==> src/rtl/llc_ctrl_regs_param.sv <==
// ---------------------------------------------------------------------------
// llc_ctrl_regs_param
//
// Control/status register bank that sits beside the LLC input decoder and
// process FSM. It turns their one-cycle trigger pulses into registered state:
//   - an MSHR free-entry counter that refuses to underflow or overflow and
//     records each refused attempt in a sticky error flag,
//   - a vector of independent set/clear stall flags,
//   - a saturating stall-age watchdog fed by a masked subset of the flags.
//
// Ports:
//   clk, rst        clock and asynchronous active-high reset
//   mshr_alloc      pulse, one MSHR entry consumed
//   mshr_free       pulse, one MSHR entry returned
//   flag_set        per-bit set request for the flag vector
//   flag_clr        per-bit clear request (wins over flag_set)
//   err_clr         clears both sticky MSHR error flags
//   age_thresh      watchdog threshold, 0 disables the watchdog
//   mshr_cnt        free MSHR entries
//   mshr_empty      no MSHR entry free
//   mshr_all_free   every MSHR entry free
//   flags           registered flag vector
//   mshr_underflow  sticky, alloc attempted while no entry was free
//   mshr_overflow   sticky, free attempted while all entries were free
//   stall_age       consecutive cycles with any masked flag set
//   stall_timeout   registered, stall_age has reached a non-zero age_thresh
// ---------------------------------------------------------------------------
module llc_ctrl_regs_param #(
  parameter int                 N_MSHR     = 16,
  parameter int                 CNT_W      = $clog2(N_MSHR + 1),
  parameter int                 N_FLAGS    = 3,
  parameter logic [N_FLAGS-1:0] STALL_MASK = {N_FLAGS{1'b1}},
  parameter int                 AGE_W      = 10
) (
  input  logic               clk,
  input  logic               rst,
  input  logic               mshr_alloc,
  input  logic               mshr_free,
  input  logic [N_FLAGS-1:0] flag_set,
  input  logic [N_FLAGS-1:0] flag_clr,
  input  logic               err_clr,
  input  logic [AGE_W-1:0]   age_thresh,
  output logic [CNT_W-1:0]   mshr_cnt,
  output logic               mshr_empty,
  output logic               mshr_all_free,
  output logic [N_FLAGS-1:0] flags,
  output logic               mshr_underflow,
  output logic               mshr_overflow,
  output logic [AGE_W-1:0]   stall_age,
  output logic               stall_timeout
);

  localparam logic [CNT_W-1:0] CNT_FULL = CNT_W'(N_MSHR);
  localparam logic [AGE_W-1:0] AGE_MAX  = {AGE_W{1'b1}};

  logic [CNT_W-1:0]   cnt_q, cnt_d;
  logic               uf_q, uf_d;
  logic               of_q, of_d;
  logic [N_FLAGS-1:0] flags_q, flags_d;
  logic [AGE_W-1:0]   age_q, age_d;
  logic               to_q, to_d;
  logic               stalled;

  // Next-state logic for the MSHR counter and its sticky errors.
  // A simultaneous alloc and free cancel out, even at the counter limits.
  // err_clr is applied first so a same-cycle error event re-sets the flag.
  always_comb begin
    cnt_d = cnt_q;
    uf_d  = err_clr ? 1'b0 : uf_q;
    of_d  = err_clr ? 1'b0 : of_q;
    if (mshr_alloc && !mshr_free) begin
      if (cnt_q != '0) cnt_d = cnt_q - CNT_W'(1);
      else             uf_d  = 1'b1;
    end else if (mshr_free && !mshr_alloc) begin
      if (cnt_q != CNT_FULL) cnt_d = cnt_q + CNT_W'(1);
      else                   of_d  = 1'b1;
    end
  end

  // Flag vector: clear has priority over set, untouched bits hold.
  always_comb begin
    flags_d = (flags_q | flag_set) & ~flag_clr;
  end

  // Watchdog looks at the registered flags, so age starts counting the
  // edge after a masked flag becomes visible. The age saturates rather than
  // wrapping so a very long stall can never look like a fresh one.
  always_comb begin
    stalled = |(flags_q & STALL_MASK);
    age_d   = '0;
    if (stalled) age_d = (age_q == AGE_MAX) ? age_q : age_q + AGE_W'(1);
    to_d    = (age_thresh != '0) && (age_d >= age_thresh);
  end

  // All state registers, cleared asynchronously.
  always_ff @(posedge clk or posedge rst) begin
    if (rst) begin
      cnt_q   <= CNT_FULL;
      uf_q    <= 1'b0;
      of_q    <= 1'b0;
      flags_q <= '0;
      age_q   <= '0;
      to_q    <= 1'b0;
    end else begin
      cnt_q   <= cnt_d;
      uf_q    <= uf_d;
      of_q    <= of_d;
      flags_q <= flags_d;
      age_q   <= age_d;
      to_q    <= to_d;
    end
  end

  assign mshr_cnt       = cnt_q;
  assign mshr_empty     = (cnt_q == '0);
  assign mshr_all_free  = (cnt_q == CNT_FULL);
  assign flags          = flags_q;
  assign mshr_underflow = uf_q;
  assign mshr_overflow  = of_q;
  assign stall_age      = age_q;
  assign stall_timeout  = to_q;

endmodule

==> config.mk <==
export PLATFORM = sky130hd
export DESIGN_NAME = llc_ctrl_regs_param
export DESIGN_NICKNAME = d
export VERILOG_FILES = /design/src/rtl/llc_ctrl_regs_param.sv
export SDC_FILE = /design/constraint.sdc
export NUM_CORES = 1
export LEC_CHECK = 0
export CORE_MARGIN = 2
export CORE_UTILIZATION = 31
export DETAILED_ROUTE_END_ITERATION = 7
export PLACE_DENSITY_LB_ADDON = 0.3
export SYNTH_ARGS = -nofsm -noshare
export SYNTH_HDL_FRONTEND = slang
export SYNTH_SLANG_ARGS = --single-unit
export TNS_END_PERCENT = 30
==> constraint.sdc <==
create_clock -name clk -period 4 [get_ports clk]
set_clock_uncertainty 0.05 [all_clocks]
set_input_delay 0.8 -clock clk [delete_from_list [all_inputs] [get_ports clk]]
set_output_delay 0.8 -clock clk [all_outputs]
set_load 0.005 [all_outputs]
### After elaboration in Yosys (flattened, before gate mapping)

Cells that the tools add are included.
W data, S select, Z words.

* bits in registers: 21
* input port bits: 21
* output and inout port bits: 23
* logic and storage cells: 42

* add/sub/neg operators: 3
* magnitude comparators: 1
* equal/unequal tests: 4
* mux-type cells: 13
* bitwise gates (word level): 3
* reductions and logical operators: 12

Operator list (number)
* $mux W10: 2
* $mux W5: 4
* $add A10 B1 Y10 const B: 1
* $eq A10 B10 Y1 const B: 1
* $ge A10 B10 Y1: 1
* $reduce_bool A10 Y1: 1
* $mux W1: 7
* $add A5 B1 Y5 const B: 1
* $eq A5 B5 Y1 const B: 1
* $logic_not A5 Y1: 1
* $ne A5 B5 Y1 const B: 1
* $reduce_bool A5 Y1: 1
* $sub A5 B1 Y5 const B: 1
* $reduce_bool A2 Y1: 2
* $and A3 B3 Y3: 1
* $logic_and A1 B1 Y1: 3
* $not A3 Y3: 1
* $or A3 B3 Y3: 1
* $reduce_and A3 Y1: 1
* $reduce_or A3 Y1: 1
* $logic_not A1 Y1: 2
* $ne A2 B1 Y1 const B: 1

### Depth between registers and ports, before layout

* word-level depth: 5
* mapped depth: 10
* gate-level depth less buffers: 10

### Worst setup path after synthesis

No wires, ideal clock.

* path type: in2reg
* start point: input mshr_free
* end point: register cnt_q[4] (netlist: mshr_cnt[4])
* setup time: 0.064 ns
* arrival: 2.438 ns
* data required time: 3.886 ns
* path slack: 1.448 ns
* cell stages on the path: 8
* buffers on the path: 0
* cell sequence: inv_1 > ha_1 > inv_1 > fa_1 > nand2b_1 > a21o_2 > or4_1 > nand3_1

* longest elaborated chain between the ends: 4
* elaborated cells on any way between the ends: 8
* those cells by class: 1 x eq/ne; 1 x mux; 6 x reduce/logical

RTL lines
* start, declared: RTL line 38 `input logic mshr_free,`
* $logic_not A1 Y1: RTL line 71 `if (mshr_alloc && !mshr_free) begin`
* $logic_and A1 B1 Y1: RTL line 71
* $ne A2 B1 Y1 (no line) / $reduce_bool A2 Y1 (equally long branches)
* $reduce_and A3 Y1 (no line)
* end signal, assigned: RTL line 105 `cnt_q <= cnt_d;`
* end, declared: RTL line 56 `logic [CNT_W-1:0] cnt_q, cnt_d;`

Several ways; a longest one is shown, not always the timed one.
A chain may end at the register's enable or synchronous reset.

### Worst setup path in the final report

* start point: input mshr_alloc
* end point: register cnt_q[4] (netlist: mshr_cnt[4])

* longest elaborated chain between the ends: 4
* elaborated cells on any way between the ends: 8
* those cells by class: 1 x eq/ne; 1 x mux; 6 x reduce/logical

RTL lines
* start, declared: RTL line 37 `input logic mshr_alloc,`
* $logic_not A1 Y1: RTL line 74 `end else if (mshr_free && !mshr_alloc) begin`
* $logic_and A1 B1 Y1: RTL line 74
* $reduce_bool A2 Y1 (no line)
* $reduce_and A3 Y1 (no line)

Several ways; a longest one is shown, not always the timed one.

==> Implementation_results.wiki <==
{| class="wikitable"
! Metric !! Value
|-
| Combinational family with the most area after synthesis || simple AND/OR/NAND/NOR gates
|-
| Most used flip-flop cell after synthesis || dfrtp_1
|-
| Required time worst endpoint || 4150 ps
|-
| Synthesized-area fraction occupied by and/or/nand/nor cells || 21.9%
|-
| Die Wd || 71.3 um
|-
| Die height || 71.3 um
|-
| Final weighted congestion in routability-driven placement || 0.823
|-
| Total vias in the final route || 1230
|-
| Total length of routed wires || 3000 um
|-
| Post-Synthesis Mean Instance Area || 9.35 um^2
|-
| CTS Hold Buffers Added || 0
|-
| Gate Count Post-Synth || 150
|-
| Number of nets in the final layout || 236
|-
| Post-route DRC || 0
|-
| Crit Path Category || in -> reg
|-
| Stage delay of the slowest cell on the critical path || 480 ps
|-
| Syn Nets || 188
|-
| Count of standard-cell rows || 24
|-
| Synthesis-stage register bit count || 21
|-
| Wire per inst || 12.0 um
|-
| Via density per instance || 4.94
|-
| Most frequently used cell type in the post-synthesis netlist || dfrtp_1
|-
| Port Buf Inserts || 43
|-
| Final clock period utilization by the worst path || 72.1%
|-
| Commonest cells in the netlist || dfrtp_1 (20), inv_1 (17), ha_1 (16)
|-
| Xor and xnor fraction of the mapped netlist area || 5.00%
|-
| Critical-path maximum fanout || 9
|-
| Number of global-route vias before repair || 1164
|-
| Number of failing hold endpoints at the final stage || 0
|-
| Initial DRT Pass Iterations || 4
|-
| Setup TNS after final layout || 0 ps
|-
| Transition time of the tightest slew-check pin || 802 ps
|-
| Arithmetic-cell share of the synthesized area counting full adders, half adders and majority gates || 15.7%
|-
| Remaining max-slew budget at the tightest pin || 46.1%
|-
| Core box area || 4350 um^2
|-
| Antenna violations before repair || 0
|-
| Kind of path behind the tightest hold check || reg -> reg
|-
| Clk buf depth || 2
|-
| Final number of max-transition violations || 0
|-
| IR drop worst, VDD || 0.281 mV
|-
| M2 GR Usage || 22.5%
|-
| Pin count of the biggest net entering global routing || 22
|-
| Met1 Track Usage GR || 14.0%
|-
| Detailed Place HPWL || 2480 um
|-
| CP arrival || 3030 ps
|-
| Number of flops mapped to enable cells by yosys || 0
|-
| Area growth, synth to finish || 38.5%
|-
| Top delay family on crit path || adder cells
|-
| Top Usage Layer GRT || met2
|-
| Nature of the critical path startpoint || primary input
|-
| Die area || 5080 um^2
|-
| Number of antenna repair diodes || 0
|-
| Ratio of cells with drive above 1 in the final layout || 4.57%
|-
| Number of setup violations in the final report || 0
|-
| Mapped Area || 1400 um^2
|-
| TritonCTS clock tree || done
|-
| Critical-path top delay cell || clkdlybuf4s50_1
|-
| Filler Cell Count || 410
|-
| Peak clock frequency supported by timing || 347 MHz
|-
| Unrepaired setup endpoints after global routing || false
|-
| Run status || finished clean
|-
| Global-route wire length before repair || 4970 um
|-
| Starting density of the core || 32.2%
|-
| Number of top-level pins || 44
|-
| Post-layout minimum cycle time || 2880 ps
|-
| Leak pwr || 0.000898 uW
|-
| Pwr dens || 410 nW/um^2
|-
| Total area of multi-input combinational cells || 812 um^2
|-
| Total congestion overflow || 0
|-
| Number of H-tree levels || 1
|-
| Mux share of post-synthesis cell area || 1.43%
|-
| Clock latency at the later pin of the worst-skew pair || 260 ps
|-
| Resized Gates After CTS || 0
|-
| ANT nets after route || 0
|-
| Cell types with the largest area share after synthesis || dfrtp_1 (36%), ha_1 (14%), inv_1 (4.5%), nor2_1 (4.0%), xor2_1 (3.1%)
|-
| Warning count from the yosys run || 0
|-
| Buffer cell driving the clock tree root || clkbuf_8
|-
| Number of buffer and inverter instances along the worst setup path || 2
|-
| Share of the synthesized area in the top cell type || 35.7%
|-
| Number of violations reported at the end of detailed-routing iteration 0 || 40
|-
| Clock net sink count || 21
|-
| Share of the synthesized area in compound gates (AO/OA/AOI/OAI) || 13.8%
|-
| # Max-Cap Violations || 0
|-
| Netlist cell types || 39
|-
| Critical-path cell list || clkdlybuf4s50_1, ha_1, inv_1, fa_1, nand2b_1, a21o_2, or4_1, nand3_1
|-
| Capturing element type of the critical path || flop
|-
| Overall power of the completed layout || 797 uW
|-
| Share of the yosys chip area belonging to registers || 37.6%
|-
| Number of buffers added by the clock tree synthesis step || 3
|-
| Setup repair bufs after CTS || 0
|-
| All-Layer GR Usage || 12.1%
|-
| Total area of sequential cells || 527 um^2
|-
| Met3 track demand over resource in global routing || 3.52%
|-
| Clock transition at path regs || 70 ps
|-
| Post-synth ARST share || 100%
|-
| Yosys top cell by area || dfrtp_1
|}
==> placed cells by master (no fill, tap or decap), types with 4 or more instances in the layout <==
cell type / n
clkdlybuf4s50_1: 43
dfrtp_1: 20
inv_1: 17
ha_1: 16
nor2_1: 15
nand2_1: 11
a21oi_1: 8
o21ai_0: 6
xor2_1: 5
nand3_1: 5
and2_1: 4
==> state kept, by name, summed over array words and instances (netlist names) <==
| register | count |
|---|---|
| stall_age | 10 |
| mshr_cnt | 5 |
| flags | 3 |
| mshr_overflow | 1 |
| mshr_underflow | 1 |
| stall_timeout | 1 |
==> stage by stage <==
| stage | utilization, % | cell area [um^2] | hold slack [ps] | setup slack (ps) | cells |
|---|---|---|---|---|---|
| floorplan | - | 1400 | 437 | 1450 | 150 |
| global placement | 43.6 | 1900 | 460 | 890 | 245 |
| detailed placement | 43.6 | 1900 | 458 | 834 | 245 |
| CTS | 44.6 | 1940 | 476 | 1120 | 249 |
| global route | 44.6 | 1940 | 508 | 1010 | 249 |
| finish | 44.6 | 1940 | 471 | 1120 | 249 |
==> cells by family after synthesis <==
kind of cell	count (synthesis)
xor gates and xnor gates	8
AOI/OAI and AO/OA	28
DFF	21
and+or+nand+nor	57
muxes	2
adders and majority gates	17
buffers and inverters	17
==> final timing paths <==
check / startpoint / end / slack [ps] / depth (start not counted)
min in group asynchronous: rst / flags[2]$_DFF_PP0_ / 930 / 2
hold / removal: mshr_underflow$_DFF_PP0_ / mshr_underflow$_DFF_PP0_ / 470 / 1
setup reg to reg: stall_age[0]$_DFF_PP0_ / stall_timeout$_DFF_PP0_ / 1410 / 10
hold reg to reg: mshr_underflow$_DFF_PP0_ / mshr_underflow$_DFF_PP0_ / 470 / 1
setup / recovery: mshr_alloc / mshr_cnt[4]$_DFFE_PP1P_ / 1120 / 8
max in group asynchronous: rst / stall_age[7]$_DFF_PP0_ / 2480 / 2
==> area by class of cell <==
| cell class | instances | share of cell area (%) |
|---|---|---|
| well taps | 52 | 3.35 |
| clock buffers | 4 | 2.32 |
| multi-input cells | 112 | 41.8 |
| inverters | 17 | 3.28 |
| repair buffers | 43 | 22.2 |
| flip-flops and latches | 21 | 27.1 |
==> power breakdown <==
part           internal (uW)  switching [uW]
Sequential               261            63.9
Combinational            196             139
Clock                   70.9            66.6
==> layer usage <==
layer	wire, um	share of wire [%]
met1	1340	45
met2	1510	50
met3	138	4.6
met4	12	0.40
met5	0	0
Power figures use the tool's default switching activity.
